## config.mk

```make
export PLATFORM = sky130hd
export DESIGN_NAME = usart_loopback_flat
export DESIGN_NICKNAME = d
export VERILOG_FILES = /design/src/rtl/usart_loopback_if.sv /design/src/rtl/usart_loopback.sv /design/src/flat_wrapper.sv
export SDC_FILE = /design/constraint.sdc
export NUM_CORES = 1
export LEC_CHECK = 0
export ABC_AREA = 1
export ABC_CLOCK_PERIOD_IN_PS = 5700
export BUFFER_PORTS_ARGS = -buffer_cell sky130_fd_sc_hd__buf_2
export CORE_MARGIN = 5
export CORE_UTILIZATION = 35
export DETAILED_ROUTE_END_ITERATION = 8
export PLACE_DENSITY = 0.61
export SKIP_LAST_GASP = 1
export SYNTH_ARGS = -nofsm -noshare
export SYNTH_HDL_FRONTEND = slang
export SYNTH_SLANG_ARGS = --single-unit
```

## constraint.sdc

```tcl
create_clock -name comm_clock -period 5.7 [get_ports comm_clock]
set_input_delay 0.855 -clock comm_clock [delete_from_list [all_inputs] [get_ports comm_clock]]
set_output_delay 0.855 -clock comm_clock [all_outputs]
set_load 0.02 [all_outputs]
```

## src/rtl/usart_loopback_if.sv

```systemverilog
// Serial pins plus control/status bundle for usart_loopback.
// Driver side (board/bench) uses master; the echo block uses slave.
interface usart_loopback_if #(
  parameter int DIVIDER_WIDTH = 12,
  parameter int FIFO_DEPTH    = 16
);
  logic [DIVIDER_WIDTH-1:0]      clock_divider;
  logic                          tx_enable;
  logic                          clear_status;
  logic                          rx_pin;
  logic                          tx_pin;
  logic [$clog2(FIFO_DEPTH):0]   fifo_level;
  logic                          overflow;
  logic                          rx_error;

  modport master (
    output clock_divider, tx_enable, clear_status, rx_pin,
    input  tx_pin, fifo_level, overflow, rx_error
  );

  modport slave (
    input  clock_divider, tx_enable, clear_status, rx_pin,
    output tx_pin, fifo_level, overflow, rx_error
  );
endinterface

```

## src/rtl/usart_loopback.sv

```systemverilog
// USART echo: 16x-oversampled RX -> circular FIFO -> TX, single clock domain.
// Define USART_LOOPBACK_PARITY_EN to add one even-parity bit in both directions.
module usart_loopback #(
  parameter int DATA_BITS     = 8,
  parameter int FIFO_DEPTH    = 16,
  parameter int DIVIDER_WIDTH = 12
) (
  input  logic             comm_clock,
  input  logic             reset,
  usart_loopback_if.slave  uart
);
  localparam int CW = DIVIDER_WIDTH - 4;
  localparam int AW = $clog2(FIFO_DEPTH);
  localparam int LW = AW + 1;
  localparam logic [3:0]    LAST_BIT   = 4'(DATA_BITS - 1);
  localparam logic [LW-1:0] FULL_LEVEL = LW'(FIFO_DEPTH);

  // Oversampling tick; the period is reloaded only at wrap
  logic [CW-1:0] div_cnt, div_limit, div_field;
  logic          tick;
  logic          unused_div_lsbs;

  assign div_field       = uart.clock_divider[DIVIDER_WIDTH-1:4];
  assign unused_div_lsbs = ^uart.clock_divider[3:0];
  assign tick            = (div_cnt == div_limit);

  always_ff @(posedge comm_clock or posedge reset) begin
    if (reset) begin
      div_cnt   <= '0;
      div_limit <= '0;
    end else if (tick) begin
      div_cnt   <= '0;
      div_limit <= (div_field == '0) ? '0 : div_field - CW'(1);
    end else begin
      div_cnt <= div_cnt + CW'(1);
    end
  end

  logic rx_meta, rx_sync, rx_prev;

  always_ff @(posedge comm_clock or posedge reset) begin
    if (reset) begin
      rx_meta <= 1'b1;
      rx_sync <= 1'b1;
      rx_prev <= 1'b1;
    end else begin
      rx_meta <= uart.rx_pin;
      rx_sync <= rx_meta;
      rx_prev <= rx_sync;
    end
  end

  typedef enum logic [2:0] {
    RX_IDLE, RX_START, RX_DATA,
`ifdef USART_LOOPBACK_PARITY_EN
    RX_PARITY,
`endif
    RX_STOP, RX_WAIT_HIGH
  } rx_state_t;

  rx_state_t              rx_state;
  logic [3:0]             rx_sub, rx_bit;
  logic [DATA_BITS-1:0]   rx_shift;
  logic                   rx_push, rx_err_q, rx_mid;
`ifdef USART_LOOPBACK_PARITY_EN
  logic                   rx_par_bad;
`endif

  assign rx_mid = tick && (rx_sub == 4'd15);

  always_ff @(posedge comm_clock or posedge reset) begin
    if (reset) begin
      rx_state <= RX_IDLE;
      rx_sub   <= '0;
      rx_bit   <= '0;
      rx_shift <= '0;
      rx_push  <= 1'b0;
      rx_err_q <= 1'b0;
`ifdef USART_LOOPBACK_PARITY_EN
      rx_par_bad <= 1'b0;
`endif
    end else begin
      rx_push  <= 1'b0;
      rx_err_q <= 1'b0;
      if (tick) rx_sub <= rx_sub + 4'd1;
      case (rx_state)
        RX_IDLE:
          if (rx_prev && !rx_sync) begin
            rx_state <= RX_START;
            rx_sub   <= '0;
          end
        RX_START:
          if (tick && rx_sub == 4'd7) begin
            if (rx_sync) rx_state <= RX_IDLE;
            else begin
              rx_state <= RX_DATA;
              rx_sub   <= '0;
              rx_bit   <= '0;
            end
          end
        RX_DATA:
          if (rx_mid) begin
            rx_shift <= {rx_sync, rx_shift[DATA_BITS-1:1]};
            rx_bit   <= rx_bit + 4'd1;
`ifdef USART_LOOPBACK_PARITY_EN
            if (rx_bit == LAST_BIT) rx_state <= RX_PARITY;
`else
            if (rx_bit == LAST_BIT) rx_state <= RX_STOP;
`endif
          end
`ifdef USART_LOOPBACK_PARITY_EN
        RX_PARITY:
          if (rx_mid) begin
            rx_par_bad <= rx_sync ^ (^rx_shift);
            rx_state   <= RX_STOP;
          end
`endif
        RX_STOP:
          if (rx_mid) begin
            if (!rx_sync) begin
              rx_err_q <= 1'b1;
              rx_state <= RX_WAIT_HIGH;
            end else begin
              rx_state <= RX_IDLE;
`ifdef USART_LOOPBACK_PARITY_EN
              if (rx_par_bad) rx_err_q <= 1'b1;
              else            rx_push  <= 1'b1;
`else
              rx_push <= 1'b1;
`endif
            end
          end
        RX_WAIT_HIGH:
          if (tick && rx_sync) rx_state <= RX_IDLE;
        default: rx_state <= RX_IDLE;
      endcase
    end
  end

  // A push into a full FIFO still lands if a pop frees a slot that cycle
  logic [DATA_BITS-1:0] mem [FIFO_DEPTH];
  logic [AW-1:0]        wr_ptr, rd_ptr;
  logic [LW-1:0]        level;
  logic                 full, do_push, tx_pop, ovf_q;

  assign full    = (level == FULL_LEVEL);
  assign do_push = rx_push && (!full || tx_pop);

  always_ff @(posedge comm_clock) begin
    if (do_push) mem[wr_ptr] <= rx_shift;
  end

  always_ff @(posedge comm_clock or posedge reset) begin
    if (reset) begin
      wr_ptr <= '0;
      rd_ptr <= '0;
      level  <= '0;
      ovf_q  <= 1'b0;
    end else begin
      if (do_push) wr_ptr <= wr_ptr + AW'(1);
      if (tx_pop)  rd_ptr <= rd_ptr + AW'(1);
      case ({do_push, tx_pop})
        2'b10:   level <= level + LW'(1);
        2'b01:   level <= level - LW'(1);
        default: level <= level;
      endcase
      if (rx_push && !do_push)   ovf_q <= 1'b1;
      else if (uart.clear_status) ovf_q <= 1'b0;
    end
  end

  typedef enum logic [2:0] {
    TX_IDLE, TX_START, TX_DATA,
`ifdef USART_LOOPBACK_PARITY_EN
    TX_PARITY,
`endif
    TX_STOP
  } tx_state_t;

  tx_state_t            tx_state;
  logic [3:0]           tx_sub, tx_bit;
  logic [DATA_BITS-1:0] tx_shift;
  logic                 tx_q, tx_end;
`ifdef USART_LOOPBACK_PARITY_EN
  logic                 tx_par;
`endif

  assign tx_pop = (tx_state == TX_IDLE) && tick && uart.tx_enable && (level != '0);
  assign tx_end = tick && (tx_sub == 4'd15);

  always_ff @(posedge comm_clock or posedge reset) begin
    if (reset) begin
      tx_state <= TX_IDLE;
      tx_sub   <= '0;
      tx_bit   <= '0;
      tx_shift <= '0;
      tx_q     <= 1'b1;
`ifdef USART_LOOPBACK_PARITY_EN
      tx_par   <= 1'b0;
`endif
    end else begin
      if (tick) tx_sub <= tx_sub + 4'd1;
      case (tx_state)
        TX_IDLE:
          if (tx_pop) begin
            tx_shift <= mem[rd_ptr];
`ifdef USART_LOOPBACK_PARITY_EN
            tx_par   <= ^mem[rd_ptr];
`endif
            tx_q     <= 1'b0;
            tx_sub   <= '0;
            tx_state <= TX_START;
          end
        TX_START:
          if (tx_end) begin
            tx_q     <= tx_shift[0];
            tx_bit   <= '0;
            tx_state <= TX_DATA;
          end
        TX_DATA:
          if (tx_end) begin
            if (tx_bit == LAST_BIT) begin
`ifdef USART_LOOPBACK_PARITY_EN
              tx_q     <= tx_par;
              tx_state <= TX_PARITY;
`else
              tx_q     <= 1'b1;
              tx_state <= TX_STOP;
`endif
            end else begin
              tx_q     <= tx_shift[1];
              tx_shift <= tx_shift >> 1;
              tx_bit   <= tx_bit + 4'd1;
            end
          end
`ifdef USART_LOOPBACK_PARITY_EN
        TX_PARITY:
          if (tx_end) begin
            tx_q     <= 1'b1;
            tx_state <= TX_STOP;
          end
`endif
        TX_STOP:
          if (tx_end) tx_state <= TX_IDLE;
        default: tx_state <= TX_IDLE;
      endcase
    end
  end

  assign uart.tx_pin     = tx_q;
  assign uart.fifo_level = level;
  assign uart.overflow   = ovf_q;
  assign uart.rx_error   = rx_err_q;
endmodule
```

## src/flat_wrapper.sv

```systemverilog
// flat-port wrapper written by rule: the top's interface ports become plain ports
module usart_loopback_flat 
#(
  parameter int DATA_BITS     = 8,
  parameter int FIFO_DEPTH    = 16,
  parameter int DIVIDER_WIDTH = 12
)
  (comm_clock, reset, uart_clock_divider, uart_tx_enable, uart_clear_status, uart_rx_pin, uart_tx_pin, uart_fifo_level, uart_overflow, uart_rx_error);
  usart_loopback_if #(.DIVIDER_WIDTH(DIVIDER_WIDTH), .FIFO_DEPTH(FIFO_DEPTH)) uart_i ();
  input  logic comm_clock;
  input  logic reset;
  input wire logic [$bits(uart_i.clock_divider)-1:0] uart_clock_divider;
  input wire logic [$bits(uart_i.tx_enable)-1:0] uart_tx_enable;
  input wire logic [$bits(uart_i.clear_status)-1:0] uart_clear_status;
  input wire logic [$bits(uart_i.rx_pin)-1:0] uart_rx_pin;
  output wire logic [$bits(uart_i.tx_pin)-1:0] uart_tx_pin;
  output wire logic [$bits(uart_i.fifo_level)-1:0] uart_fifo_level;
  output wire logic [$bits(uart_i.overflow)-1:0] uart_overflow;
  output wire logic [$bits(uart_i.rx_error)-1:0] uart_rx_error;
  assign uart_i.clock_divider = uart_clock_divider;
  assign uart_i.tx_enable = uart_tx_enable;
  assign uart_i.clear_status = uart_clear_status;
  assign uart_i.rx_pin = uart_rx_pin;
  assign uart_tx_pin = uart_i.tx_pin;
  assign uart_fifo_level = uart_i.fifo_level;
  assign uart_overflow = uart_i.overflow;
  assign uart_rx_error = uart_i.rx_error;
  usart_loopback #(.DATA_BITS(DATA_BITS), .FIFO_DEPTH(FIFO_DEPTH), .DIVIDER_WIDTH(DIVIDER_WIDTH)) u_core (.comm_clock(comm_clock), .reset(reset), .uart(uart_i));
endmodule
```

======== Word-level counts from Yosys, hierarchy flattened ========
Memories as Yosys holds them, arrays and structs flattened.
Cells that the tools add are included.
storage, ports and cells
  flip-flop bits (word level) ............. 74
  bits in latches ......................... 0
  memory bits (writable) .................. 128
  bits in read-only memories .............. 0
  output and inout bits ................... 8
  word-level logic and storage cells ...... 144
  memories kept ........................... 1
memory list
  name        depth  bits a word  read ports  clocked after Yosys merged registers in  write ports  line                   source
  u_core.mem  16     8            1           0                                        1            usart_loopback.sv:141  logic [DATA_BITS-1:0] mem [FIFO_DEPTH];
operators by class
  add/sub/neg operators ................... 10
  multipliers ............................. 0
  div/mod/pow operators ................... 0
  $lt $le $gt $ge ......................... 0
  eq/ne operators ......................... 29
  shifts and indexed selects .............. 0
  muxes and demuxes ....................... 53
  bitwise gates (word level) .............. 0
  reduce and logical (&&, ||, !) cells .... 31
operator list
  operator               number
  $mux W4                13
  $mux W8                5
  $mux W3                12
  $add A4 B1 Y4 const B  6
  $pmux W4 S2            3
  $ne A2 B1 Y1 const B   11
  $pmux W8 S2            1
  $reduce_and A4 Y1      4
  $pmux W3 S5            1
  $mux W1                14
  $eq A3 B2 Y1 const B   4
  $eq A4 B3 Y1 const B   3
  $pmux W3 S4            1
  $logic_and A1 B1 Y1    10
  $pmux W5 S2            1
  $reduce_bool A2 Y1     5
  $add A8 B1 Y8 const B  1
  $eq A4 B4 Y1 const B   2
  $eq A8 B8 Y1           1
  $logic_not A8 Y1       1
  $sub A8 B1 Y8 const B  1
  $eq A3 B1 Y1 const B   2
  $logic_not A3 Y1       2
  $reduce_and A6 Y1      1
  other kinds (15)       18

======== Longest topological paths before layout ========
Gate-level depths: netlist of run 1.
  word-level depth ........................ 9
  gate-level depth with buffers ........... 18
  gate-level depth less buffers ........... 17

======== Least setup slack after synthesis of run 1 ========
No wires, ideal clock.
  kind .................................... input to register
  start ................................... in uart_tx_enable
  end ..................................... mem u_core.mem[4][0] (enable)
  arrival ................................. 2.159 ns
  required time ........................... 5.317 ns
  slack ................................... 3.158 ns
  stages .................................. 9
  cells stage by stage .................... nand2_1 inv_1 nand2_1 inv_2 nand3_4 nand3_2 nand2_2 buf_6 nor3_1
on the way
  longest elaborated chain between the ends .. 6
RTL lines
  item                              line                   source
  from (decl)                       flat_wrapper.sv:13     input wire logic [$bits(uart_i.tx_enable)-1:0] uart_tx_enable;
  $logic_and A1 B1 Y1 (2 in a row)  usart_loopback.sv:188  assign tx_pop = (tx_state == TX_IDLE) && tick && uart.tx_enable && (level != '0);
  $logic_or A1 B1 Y1                usart_loopback.sv:147  assign do_push = rx_push && (!full || tx_pop);
  $logic_and A1 B1 Y1               usart_loopback.sv:147
  $mux W1                           usart_loopback.sv:150  if (do_push) mem[wr_ptr] <= rx_shift;
  $mux W1 (not written as such)     usart_loopback.sv:150
  to (decl)                         usart_loopback.sv:141
Every way passes these cells.

======== Worst setup path in the final report of run 1 ========
  start ................................... reg u_core.tx_state[0]
  end ..................................... mem u_core.mem[12][3] (enable)
on the way
  longest elaborated chain between the ends .. 8
RTL lines
  item                              line                   source
  from (decl)                       usart_loopback.sv:180  tx_state_t tx_state;
  from (signal assigned)            usart_loopback.sv:193  tx_state <= TX_IDLE;
  from (signal assigned)            usart_loopback.sv:212  tx_state <= TX_START;
  from (signal assigned)            usart_loopback.sv:218  tx_state <= TX_DATA;
  $logic_not A3 Y1                  usart_loopback.sv:188
  $logic_and A1 B1 Y1 (3 in a row)  usart_loopback.sv:188
  $logic_or A1 B1 Y1                usart_loopback.sv:147
  $logic_and A1 B1 Y1               usart_loopback.sv:147
  $mux W1                           usart_loopback.sv:150
  $mux W1 (not written as such)     usart_loopback.sv:150
Every way passes these cells.

==> impl_metrics.csv, run 1 <==
group,metric,value,unit
run_status,status,"finished, final reports clean",
finish,area_growth,13.6,%
placed_design,place.gp.congestion,0.773,
clock_network,post_cts_resized,0,
clock_network,numCtsBuffers,22,
synth,synth.distinct_cells,47,
floorplan,die_area,0.0298,mm²
timing,slew_viol_final,0,
synth,syn_nets,962,
synth,netlist_area,0.00925,mm²
timing,grt_setup_unrepaired,"no",
timing,worstMarginPinSlew,1200,ps
floorplan,coreArea,0.0261,mm²
route,drcViolationCount,0,
floorplan,initial_core_util,35.5,%
global_route,grt_usage,12.7,%
clock_network,clock_latency,490,ps
global_route,grt_pass1_wl,31.8,mm
timing,final-setup-viol-count,0,
finish,diodes,0,
global_route,grt_start_max_net_pins,74,
run,drv_cap,0,
critical_path,crit_type,"reg2reg",
timing,fin_setup_tns,0,ps
floorplan,io_pins,25,
synth,synth-edff-count,128,
finish,seq_area,0.00568,mm²
route,dr.pass1.iters,5,
finish,final_util,40.3,%
synth,synth_warnings,0,
route,wl_met1,8.96,mm
pwr,finalPower,3.32,mW
critical_path,cp_slowest_cell,"nor3_1",
placed_design,io_buffers,20,
route,ant_nets,0,
global_route,antenna_found_initial,0,
route,highest_layer,"met4",
hold_path,min_path_type,"reg2reg",
synth,ys_seq_area_share,61.4,%
clock_network,cts_tree,"built",
route,wl_per_cell,14.8,µm
critical_path,cp.arrival,2980,ps
synth,syn_avg_cell_area,10.0,µm²
clock_network,ctsHoldBuffers,0,
finish,fin_nets,985,
route,met3_wirelength,837,µm
synth,synth_ff_type,"edfxtp_1",
timing,min_period_over_period,50.5,%
timing,final_hold_viol_count,0,
timing,min_period,2880,ps
placed_design,placed_cell_area,0.00968,mm²
clock_network,cts.sinks,201,
synth,synthCells,925,
finish,fin_area,0.0105,mm²
route,dr_total_vias,6248,
synth,ys_seq_elements,201,
pwr,ir_worst_vdd,0.166,mV
floorplan,die_y,173,µm
route,drt_wl_total,19.2,mm
pwr,p_leak,4.55,nW
critical_path,cp_data_required_time,5800,ps
finish,drive_above_1_share,10.8,%
timing,skew,15.6,ps
clock_network,ctsLongestPathBuffers,3,
route,drt_iter0_drc,345,
critical_path,cp-start-kind,"flip-flop",
finish,fill_cells,2478,
route,vias_per_cell,4.81,
timing,whs,359,ps
synth,synthArstFlopShare,36.3,%
floorplan,die_w,173,µm
critical_path,endpoint_kind,"flip-flop",
global_route,first_global_vias,6134,
pwr,power.density,316,mW/mm²
timing,slew_headroom,19.9,%
clock_network,cts_root_buffer,"clkbuf_16",
critical_path,crit_chain,"inv_1 > ha_1 > nand2_1 > inv_1 > nand2_1 > inv_2 > nand3_4 > nand3_2 > nand2_2 > nor3_1",
floorplan,placementRows,59,
clock_network,clkSlewWorstSetupHoldPaths,60,ps
critical_path,critical_path.max_fanout,16,
timing,max_freq,347,MHz
placed_design,hpwlAfterDp,11.8,mm
finish,multi_input_area,0.00311,mm²
clock_network,cts_setup_buffers,0,
critical_path,max_stage_delay,940,ps
global_route,overflow,0,
route,route.met2.wl,8.92,mm
clock_network,cts_max_level,1,
[worst paths after layout]
kind	cells after the start	end	startpoint	slack [ps]
max in group asynchronous	3	u_core.rd_ptr[0]	reset	4390
worst min register to register	0	u_core.rx_sync	u_core.rx_meta	360
worst max-delay path	10	u_core.mem[12][3]	u_core.tx_state[0]	2820
min in group asynchronous	3	u_core.rx_state[0]	reset	630
worst max register to register	10	u_core.mem[12][3]	u_core.tx_state[0]	2820
worst min-delay path	0	u_core.rx_sync	u_core.rx_meta	360
[cell usage in the layout (no fill, tap or decap), types with 6 or more instances in the layout]
| master | Yosys | routed |
|---|---|---|
| o21ai_1 | 7 | 7 |
| o22ai_1 | 7 | 7 |
| dfrtp_1 | 69 | 68 |
| o211ai_1 | 6 | 6 |
| mux2i_1 | 6 | 6 |
| buf_2 | 19 | 20 |
| nand3_1 | 101 | 101 |
| clkbuf_16 | 0 | 23 |
| bufinv_16 | 0 | 6 |
| o21ai_0 | 33 | 33 |
| inv_2 | 9 | 10 |
| ha_1 | 19 | 19 |
| nor3_1 | 19 | 19 |
| nand2_1 | 259 | 259 |
| a21oi_1 | 25 | 25 |
| nor2_1 | 67 | 67 |
| inv_1 | 67 | 65 |
| edfxtp_1 | 128 | 128 |
| buf_4 | 1 | 11 |
| nand4_1 | 9 | 9 |
| xor2_1 | 17 | 17 |
[state kept, by name, summed over array words and instances, names as in the netlist, 5 cells and up]
name                    flops
u_core.div_cnt              8
u_core.uart.fifo_level      5
u_core.rx_shift             8
u_core.tx_shift             8
u_core.mem                128
u_core.div_limit            8
[report_power, final]
| part | leakage [nW] | internal, mW | switching, mW | total [mW] |
|---|---|---|---|---|
| Clock | 0.396 | 1.04 | 0.562 | 1.60 |
| Combinational | 1.77 | 0.0491 | 0.105 | 0.154 |
| Sequential | 2.38 | 1.55 | 0.0151 | 1.57 |
| Total | 4.55 | 2.64 | 0.682 | 3.32 |
[cells in the mapped netlist (all sizes together) (2+ instances only)]
cell | count | share of area, %
nand3b | 2 | 0.16
xor2 | 17 | 1.6
nand4 | 9 | 0.61
xnor2 | 4 | 0.38
inv | 76 | 3.1
nor3 | 20 | 1.1
nor2 | 70 | 3.0
o22ai | 7 | 0.47
o211ai | 6 | 0.49
o21ai | 44 | 2.5
clkinv | 2 | 0.081
mux2i | 7 | 0.89
edfxtp | 128 | 42
clkbuf | 8 | 0.32
nand2 | 265 | 11
ha | 19 | 2.6
buf | 24 | 1.5
dfrtp | 69 | 19
a21oi | 27 | 1.6
nand3 | 106 | 6.2
dfstp | 4 | 1.1
or2 | 2 | 0.14
[critical path, delay by kind of cell, from the launching register on]
kind,cells,cell delay [ps]
DFF,1,430
adders and majority gates,1,190
and+or+nand+nor,6,1580
buffers and inverters,3,270
[area by class of cell]
class	count	area share, %
multi-input combinational	614	29.6
clock buffer	30	5.92
tap	335	3.99
sequential	201	54.0
inverter	78	2.80
timing repair buffer	31	1.74
clock inverter	10	1.94
[metal layers]
metal  global-route usage [%]  vias to the layer above
li1                         -                     3155
met1                     17.5                     2957
met2                     21.0                      112
met3                     1.75                       24
met4                     4.06                        0
met5                        0                        -
[through the flow]
stage	std cells	setup slack [ps]
6_report	1299	2820
3_5_place_dp	1259	2570
4_1_cts	1299	2750
3_3_place_gp	1259	2630
2_1_floorplan	925	3000
5_1_grt	1299	2510
[kinds of logic after synthesis]
kind of cell	count (synthesis)	synth area share, %
AOI/OAI and AO/OA	89	5.52
xor gates and xnor gates	21	1.99
adders and majority gates	20	2.79
buffers and inverters	110	5.00
DFF	201	61.4
muxes	7	0.893
and+or+nand+nor	477	22.5
(Power assumes the default switching activity.)
==> inputs of run 2 (changes only) <==
Settings changed: ABC_AREA 1 to 0, ABC_CLOCK_PERIOD_IN_PS 5700 to 2900.
Clock period 5.7 ns to 2.9 ns, I/O delays scaled along.
==> run 2 against run 1 <==
The run now ends with negative hold slack left; die area fell by 4.7%; count of clock-buffer cells in the layout increased by 1; synthesized cell count decreased by 37%; critical path type unchanged; via count down 23%.
==> impl_metrics.csv, run 2 <==
group,metric,value,unit
run_status,status,"complete, but fails checks",
run_status,violations,"negative hold slack",
floorplan,placementRows,58,
clock_network,cts_max_level,1,
synth,synth_common_cells,"edfxtp_1 (128), dfrtp_1 (69), nand2_1 (46)",
pwr,ir_worst_vdd,0.378,mV
finish,diodes,0,
pwr,swShare,19.5,%
clock_network,cts_tree,"built",
synth,synth-edff-count,128,
timing,fin_setup_tns,0,ps
global_route,antenna_found_initial,0,
floorplan,die_w,168,µm
synth,ys_seq_elements,201,
timing,max_freq,375,MHz
route,route.met2.wl,8.21,mm
critical_path,cp-start-kind,"flip-flop",
clock_network,ctsLongestPathBuffers,3,
synth,ys_seq_area_share,64.6,%
floorplan,die_area,0.0284,mm²
pwr,power_frac_seq,51.1,%
timing,slew_headroom,59.6,%
pwr,power.density,582,mW/mm²
finish,fin_nets,670,
critical_path,path_depth,12,
clock_network,ctsHoldBuffers,0,
synth,synth_ff_type,"edfxtp_1",
finish,drive_above_1_share,25.0,%
clock_network,cts_root_buffer,"clkbuf_16",
synth,synth_area_leader_cell,"edfxtp_1",
route,drt_iter0_drc,297,
timing,min_period,2670,ps
synth,synth.most_common_cell,"edfxtp_1",
clock_network,cts.sinks,201,
finish,layout_common_cells,"edfxtp_1 (128), dfrtp_1 (68), nand2_1 (46)",
clock_network,post_cts_resized,0,
synth,netlist_area,0.00879,mm²
critical_path,critPathTopFamily,"simple AND/OR/NAND/NOR gates",
critical_path,reg2reg_depth,12,
route,dr.pass1.iters,5,
clock_network,clock_latency,510,ps
route,met3_wirelength,515,µm
synth,synth.distinct_cells,63,
timing,grt_setup_unrepaired,"no",
critical_path,crit_type,"reg2reg",
synth,syn_nets,619,
critical_path,crit_chain,"or4_4 > o211ai_4 > nor3_4 > nand2b_2 > inv_1 > ha_1 > nor2b_1 > o21ai_0 > nand2b_1 > nor2b_1 > a21oi_1 > o21ai_0",
placed_design,io_buffers,20,
clock_network,clkSlewWorstSetupHoldPaths,60,ps
route,drcViolationCount,0,
critical_path,path_buf_inv,1,
pwr,p_comb_share,1.2,%
global_route,grt_pass1_wl,27.1,mm
critical_path,cp.arrival,3040,ps
route,wl_met1,7.23,mm
route,wl_per_cell,16.6,µm
route,drt_wl_total,16.3,mm
hold_path,min_path_type,"in2async",
critical_path,critical_path.max_fanout,5,
placed_design,hpwlAfterDp,11.2,mm
pwr,p_int,4.78,mW
critical_path,cp_slowest_cell,"or4_4",
pwr,p_clk_share,47.7,%
synth,synth_area_leaders,"edfxtp_1 (44%), dfrtp_1 (20%), mux4_2 (8.5%)",
global_route,grt_start_max_net_pins,74,
timing,worstMarginPinSlew,606,ps
clock_network,numCtsBuffers,22,
timing,skew,21.5,ps
pwr,p_sw,1.16,mW
synth,synth_top_area_share,43.7,%
critical_path,cp_data_required_time,3270,ps
timing,min_period_over_period,91.9,%
pwr,p_leak,4.15,nW
run,drv_cap,0,
global_route,overflow,0,
synth,synth_warnings,0,
finish,final_common_cell,"edfxtp_1",
global_route,grt_usage,11.7,%
floorplan,die_y,168,µm
timing,final-setup-viol-count,0,
route,ant_nets,0,
timing,slew_viol_final,0,
floorplan,io_pins,25,
route,highest_layer,"met4",
pwr,finalPower,5.94,mW
placed_design,place.gp.congestion,0.826,
timing,whs,-0.290,ps
finish,largest_register_ffs,128,
floorplan,coreArea,0.0250,mm²
critical_path,r2r_slack,230,ps
critical_path,max_stage_delay,520,ps
finish,top_register,"u_core.mem",
critical_path,endpoint_kind,"flip-flop",
synth,synthArstFlopShare,36.3,%
route,vias_per_cell,4.93,
route,dr_total_vias,4828,
synth,syn_avg_cell_area,15.1,µm²
global_route,first_global_vias,5186,
timing,final_hold_viol_count,1,
finish,area_growth,16.1,%
synth,synthCells,582,
floorplan,initial_core_util,35.2,%
clock_network,cts_setup_buffers,0,
[run 2: routing by layer]
layer,up-vias,GRT usage [%]
li1,2291,-
met1,2442,15.5
met2,70,20.2
met3,25,1.73
met4,0,3.56
met5,-,0
[run 2: final timing paths]
path                                      startpoint                   endpoint
setup / recovery           u_core.uart.fifo_level[2]  u_core.uart.fifo_level[4]
hold / removal                                 reset       u_core.uart.rx_error
setup reg to reg           u_core.uart.fifo_level[2]  u_core.uart.fifo_level[4]
hold reg to reg                       u_core.rx_meta             u_core.rx_sync
max in group asynchronous                      reset         u_core.uart.tx_pin
min in group comm_clock                  uart_rx_pin             u_core.rx_meta
[run 2: cell families (layout without fill, tap and decap cells)]
kind of cell,count (synthesis),in the layout,share of synthesized area (%)
AND/OR/NAND/NOR,146,146,8.33
adder cells (fa/ha/maj),20,20,2.93
flip-flops,201,201,64.6
XOR/XNOR,30,30,2.99
buffers and inverters,45,112,2.25
multiplexers,71,71,13.1
AO/OA/AOI/OAI,69,69,5.78
[run 2: power groups by stage]
stage                     combinational [mW]  clock [mW]  sequential, mW
after floorplan                       0.0453           0            3.09
after global placement                0.0723           0            3.09
after detailed placement              0.0745           0            3.09
after CTS                             0.0747        2.90            3.03
after global routing                  0.0865        3.03            3.03
final                                 0.0727        2.83            3.03
[run 2: final cells by class]
type | instances | area (µm²)
inverters | 23 | 86.3
flip-flops and latches | 201 | 5680
repair buffers | 49 | 355
clock buffers | 31 | 637
fillers | 2255 | 14800
well taps | 330 | 413
multi-input cells | 336 | 2920
clock inverters | 9 | 120
[run 2: worst reg2reg max path, cell delays in order, from the launching register on]
cell and delay, ps:
dfrtp_1 420, or4_4 530, o211ai_4 210, nor3_4 60, nand2b_2 130, inv_1 100
ha_1 330, nor2b_1 140, o21ai_0 140, nand2b_1 120, nor2b_1 150, a21oi_1 130
o21ai_0 80
[run 2: metrics by stage]
stage	utilization (%)	hold WS (ps)	setup slack [ps]	cells	instance area (µm²)
final	40.9	-0.290	234	979	10200
after global placement	37.8	347	249	939	9450
after global routing	40.9	27.5	4.86	979	10200
after floorplan	-	345	116	582	8790
after CTS	40.9	20.3	225	979	10200
after detailed placement	37.8	351	245	939	9450
